### src/rtl/bakraid_snd_host.sv
// 68000-side sound mailbox: decodes the sound register window, drives the Z80
// command latches with CS/NMI strobes, stalls on WAIT and raises a sticky IRQ.
module bakraid_snd_host #(
   parameter int PULSE_W = 4,
   parameter int TIMEOUT = 4096,
   parameter int TW      = 13
) (
   input  logic        CLK,
   input  logic        RESET,
   input  logic        SEL,
   input  logic        RNW,
   input  logic [2:0]  ADDR,
   input  logic [15:0] DIN,
   output logic [15:0] DOUT,
   output logic        DTACK_N,
   output logic [7:0]  SOUNDLATCH,
   output logic [7:0]  SOUNDLATCH2,
   output logic        CS,
   output logic        NMI,
   input  logic        WAIT,
   input  logic [7:0]  SOUNDLATCH3,
   input  logic [7:0]  SOUNDLATCH4,
   input  logic        SNDIRQ,
   output logic        IRQ
);

   localparam int PW = $clog2(PULSE_W + 1);

   typedef enum logic [1:0] {
      ST_IDLE,
      ST_STALL,
      ST_ACK
   } state_t;

   state_t          state;
   state_t          state_nxt;
   logic            sel_q;
   logic            sel_qq;
   logic            sel_rise;
   logic            sndirq_q;
   logic            sndirq_rise;
   logic [TW-1:0]   stall_cnt;
   logic [PW-1:0]   cs_cnt;
   logic [PW-1:0]   nmi_cnt;
   logic            tmo;
   logic            cs_busy;
   logic            is_latch;
   logic            unused_din;

   logic            do_read;
   logic            do_commit;
   logic            do_force;
   logic            do_nmi;
   logic            do_status;
   logic            ack_set;
   logic            ack_clr;
   logic            stall_clr;
   logic            stall_inc;

   // sel_q is the bus-cycle view of SEL; the start edge is taken one stage later
   assign sel_rise    = sel_q & ~sel_qq;
   assign sndirq_rise = SNDIRQ & ~sndirq_q;
   assign cs_busy     = (cs_cnt != '0);
   assign is_latch    = ~RNW & (ADDR[2:1] == 2'b00);
   assign CS          = cs_busy;
   assign NMI         = (nmi_cnt != '0);
   assign unused_din  = ^DIN[15:8];

   always_ff @(posedge CLK) begin
      if (RESET) begin
         state <= ST_IDLE;
      end else begin
         state <= state_nxt;
      end
   end

   always_comb begin
      // NOTE: every output of this block gets a default first, so no path can infer a latch.
      state_nxt = state;
      do_read   = 1'b0;
      do_commit = 1'b0;
      do_force  = 1'b0;
      do_nmi    = 1'b0;
      do_status = 1'b0;
      ack_set   = 1'b0;
      ack_clr   = 1'b0;
      stall_clr = 1'b0;
      stall_inc = 1'b0;

      case (state)
         ST_IDLE: begin
            if (sel_rise) begin
               if (RNW) begin
                  do_read   = 1'b1;
                  ack_set   = 1'b1;
                  state_nxt = ST_ACK;
               end else if (is_latch) begin
                  if (!WAIT && !cs_busy) begin
                     do_commit = 1'b1;
                     state_nxt = ST_ACK;
                  end else begin
                     stall_clr = 1'b1;
                     state_nxt = ST_STALL;
                  end
               end else begin
                  do_nmi    = (ADDR == 3'd3);
                  do_status = (ADDR == 3'd4);
                  ack_set   = 1'b1;
                  state_nxt = ST_ACK;
               end
            end
         end

         ST_STALL: begin
            // a master that gives up mid-stall loses its write silently
            if (!sel_q) begin
               state_nxt = ST_IDLE;
            end else if (!WAIT && !cs_busy) begin
               do_commit = 1'b1;
               state_nxt = ST_ACK;
            end else if (stall_cnt == TW'(TIMEOUT - 1)) begin
               do_commit = 1'b1;
               do_force  = 1'b1;
               state_nxt = ST_ACK;
            end else begin
               stall_inc = 1'b1;
            end
         end

         ST_ACK: begin
            if (!sel_q) begin
               ack_clr   = 1'b1;
               state_nxt = ST_IDLE;
            end
         end

         default: begin
            state_nxt = ST_IDLE;
         end
      endcase
   end

   always_ff @(posedge CLK) begin
      if (RESET) begin
         sel_q       <= 1'b0;
         sel_qq      <= 1'b0;
         sndirq_q    <= 1'b0;
         stall_cnt   <= '0;
         cs_cnt      <= '0;
         nmi_cnt     <= '0;
         SOUNDLATCH  <= '0;
         SOUNDLATCH2 <= '0;
         DOUT        <= '0;
         DTACK_N     <= 1'b1;
         IRQ         <= 1'b0;
         tmo         <= 1'b0;
      end else begin
         // NOTE: non-blocking throughout, so every register samples pre-edge values.
         sel_q    <= SEL;
         sel_qq   <= sel_q;
         sndirq_q <= SNDIRQ;

         if (stall_clr) begin
            stall_cnt <= '0;
         end else if (stall_inc) begin
            stall_cnt <= stall_cnt + TW'(1);
         end

         if (do_commit) begin
            if (ADDR[0]) begin
               SOUNDLATCH2 <= DIN[7:0];
            end else begin
               SOUNDLATCH <= DIN[7:0];
            end
            cs_cnt <= PW'(PULSE_W);
         end else if (cs_busy) begin
            cs_cnt <= cs_cnt - PW'(1);
         end

         // a repeated NMI write only stretches the pulse, it never re-edges it
         if (do_nmi) begin
            nmi_cnt <= PW'(PULSE_W);
         end else if (NMI) begin
            nmi_cnt <= nmi_cnt - PW'(1);
         end

         if (do_read) begin
            case (ADDR)
               3'd2:    DOUT <= {SOUNDLATCH4, SOUNDLATCH3};
               3'd4:    DOUT <= {13'b0, tmo, IRQ, WAIT};
               default: DOUT <= 16'hFFFF;
            endcase
         end

         if (ack_set || do_commit) begin
            DTACK_N <= 1'b0;
         end else if (ack_clr) begin
            DTACK_N <= 1'b1;
         end

         if (sndirq_rise) begin
            IRQ <= 1'b1;
         end else if (do_status && DIN[1]) begin
            IRQ <= 1'b0;
         end

         if (do_force) begin
            tmo <= 1'b1;
         end else if (do_status && DIN[2]) begin
            tmo <= 1'b0;
         end
      end
   end

endmodule

### config.mk
export PLATFORM = sky130hd
export DESIGN_NAME = bakraid_snd_host
export DESIGN_NICKNAME = d
export VERILOG_FILES = /design/src/rtl/bakraid_snd_host.sv
export SDC_FILE = /design/constraint.sdc
export NUM_CORES = 1
export LEC_CHECK = 0
export CAP_MARGIN = 20
export CORE_ASPECT_RATIO = 0.8
export CORE_MARGIN = 2
export CORE_UTILIZATION = 50
export CTS_CLUSTER_SIZE = 30
export DETAILED_ROUTE_END_ITERATION = 7
export GPL_ROUTABILITY_DRIVEN = 0
export PLACE_DENSITY = 0.87
export SYNTH_ARGS = -nofsm -noshare
export SYNTH_HDL_FRONTEND = slang
export SYNTH_SLANG_ARGS = --single-unit
### constraint.sdc
create_clock -name CLK -period 4.2 [get_ports CLK]
set_clock_uncertainty 0.05 [all_clocks]
set_input_delay 0.84 -clock CLK [delete_from_list [all_inputs] [get_ports CLK]]
set_output_delay 0.84 -clock CLK [all_outputs]
set_load 0.01 [all_outputs]
==> run_results.csv <==
group,metric,value,unit
outcome,status,"complete, no violations",
grt,grt_pass1_vias,2305,
timing,final-hold-violation-count,0,
timing,finalSetupTns,0,ns
floorplan,die_width,88.2,µm
clocking,cts_made_buffers,9,
timing,rsz0062_at_grt,"no",
timing,setup_viol,0,
logic_synthesis,syn_area,2840,µm²
worst_setup_path,rr_endpoint,"SOUNDLATCH[3]",
clocking,hold_buffers,0,
worst_setup_path,r2r_setup_slack,1.63,ns
logic_synthesis,ys_ff_latch,59,
logic_synthesis,ys_warn_count,0,
clocking,cts_tree,"yes",
routing,detail-route-antenna-nets,0,
hold_path,hold_class,"register to register",
placed_design,port_buffers,68,
grt,overflow,0,
finish,regArea,1180,µm²
finish,multi_input_comb_area,1500,µm²
grt,track_usage,0.222,
worst_setup_path,start_kind,"primary input",
routing,wl_per_cell,14.6,µm
placed_design,dp_slack,1.10,ns
worst_setup_path,rr_startpoint,"cs_cnt[0]",
timing,worst_pin_slew,1.20,ns
routing,drt-total-wl,6550,µm
finish,final_cell_area,3790,µm²
logic_synthesis,ys_types,52,
logic_synthesis,ys_async_sr_fraction,0,
floorplan,start_util,0.519,
clocking,clockBufferDepth,2,
logic_synthesis,synth_nets,351,
worst_setup_path,path_class,"primary input to register",
hold_path,min_from,"SOUNDLATCH2[4]",
routing,dr_total_vias,2387,
hold_path,hold_end,"SOUNDLATCH2[4]",
finish,instances_no_fill,449,
grt,antenna_found_initial,0,
finish,fillers,432,
finish,final_common_cell,"clkdlybuf4s50_1",
floorplan,num_rows,24,
clocking,clock_latency,0.34,ns
clocking,post_cts_buffers,0,
power_and_ir_drop,p_per_area,407,nW/µm²
worst_setup_path,cp-end-kind,"register",
hold_path,holdPathStages,2,
logic_synthesis,synth_top_area_share,0.416,
timing,hold_ws,0.422,ns
logic_synthesis,synthTopCellsByArea,"dfxtp_1, nand2b_1, mux2i_1",
timing,max_freq,362,MHz
grt,grt_pass1_wl,10800,µm
power_and_ir_drop,p_leak,1.45,nW
logic_synthesis,syn_area_per_cell,9.37,µm²
routing,drtPass1Iterations,6,
logic_synthesis,synth_top_flop_cell,"dfxtp_1",
worst_setup_path,crit_arrival,2.97,ns
finish,syn2layout_area_growth,33.7,%
floorplan,dieArea,6300,µm²
finish,layout-drive-gt1-share,0.0916,
placed_design,place_area,3530,µm²
floorplan,ios,77,
worst_setup_path,cp_max_fo,8,
logic_synthesis,yosys.area.top_type,"dfxtp_1",
clocking,cts-resized-gates,0,
grt,grt_max_degree,56,
job,drv_cap,0,
finish,nets,414,
logic_synthesis,seq_area_frac_synth,0.416,
timing,max_slew_margin,0.203,
power_and_ir_drop,peakVddDrop,288,µV
finish,final_cell_mix,"clkdlybuf4s50_1, dfxtp_1, nand2b_1",
clocking,htree_num_levels,3,
clocking,cts-root-buf,"clkbuf_8",
finish,antenna_cells,0,
timing,fin_crit_sh,0.657,
timing,slew_violations,0,
clocking,clkTransAtPathRegs,0.06,ns
routing,initialDrtViolationCount,210,
worst_setup_path,ff2ff_path_depth,7,
timing,min_period,2.76,ns
logic_synthesis,synth_edf_count,0,
floorplan,core,5470,µm²
worst_setup_path,cp.required,4.41,ns
timing,setup_ws,1.44,ns
placed_design,dpl.hpwl,4630,µm
floorplan,die_h,71.4,µm
routing,viasPerCell,5.32,
clocking,cts_num_sinks,59,
routing,drcViolationCount,0,
logic_synthesis,syn-instance-count,303,
placed_design,placed_cells,433,
synth_stat cells (all sizes together), types with 5 or more instances:
master	instances
ha	7
nand2	19
o21ai	5
inv	15
nand3	5
clkbuf	6
nor2	26
a211oi	15
nor3	9
dfxtp	59
or4	8
o31ai	5
mux2i	19
buf	12
a21oi	15
nand2b	31
stage by stage:
| stage | util | power [W] |
|---|---|---|
| floorplan | - | 0.000785 |
| global placement | 0.647 | 0.000878 |
| detailed placement | 0.647 | 0.000891 |
| CTS | 0.694 | 0.00156 |
| global route | 0.694 | 0.00161 |
| finish | 0.694 | 0.00154 |
kinds of logic after synthesis:
family,synth area share
compound gates,0.168
xor+xnor,0.00617
fa+ha+maj,0.0308
buf+inv,0.0542
flops,0.416
mux,0.0670
simple gates,0.257
layout make-up:
class / count / area share
Inverter: 15 / 0.0148
Timing Repair Buffer: 70 / 0.183
Sequential cell: 59 / 0.311
Clock buffer: 12 / 0.0435
Clock inverter: 4 / 0.0251
Multi-Input combinational cell: 211 / 0.396
Tap cell: 78 / 0.0257
flip-flops by register name, summed over array words and instances, names as in the netlist, 2 cells and up:
name and cells:
stall_cnt 13, cs_cnt 3, DOUT 16, SOUNDLATCH 8
nmi_cnt 3, SOUNDLATCH2 8, state 2
worst max path at each step:
stage          startpoint             to  slack, ns  cells past startpoint
2_1_floorplan   cs_cnt[0]  stall_cnt[11]       2.06                      9
3_3_place_gp          RNW  SOUNDLATCH[7]       1.16                      5
3_5_place_dp          RNW  SOUNDLATCH[3]       1.10                      5
4_1_cts        nmi_cnt[0]            NMI       1.45                      5
5_1_grt               RNW  SOUNDLATCH[1]       1.32                      5
6_report              RNW  SOUNDLATCH[3]       1.44                      5
power breakdown:
part | total (W) | switching, W | internal, W
clock | 0.000664 | 0.000222 | 0.000442
sequential | 0.000607 | 0.0000179 | 0.000589
combinational | 0.000274 | 0.000137 | 0.000136
routing by layer:
layer,vias to the layer above,part of all wire,global-route usage
met4,0,0.0086,0.0690
met1,1108,0.48,0.297
met2,68,0.46,0.332
met5,-,0,0
met3,4,0.051,0.0853
li1,1207,-,-
worst max-delay path: stages:
cell             delay (ns)
clkdlybuf4s50_1        0.52
nor3_1                 0.13
a21o_1                 0.25
a22oi_1                0.95
mux2i_1                0.28
Note: power is estimated with default switching activity, not from simulation.
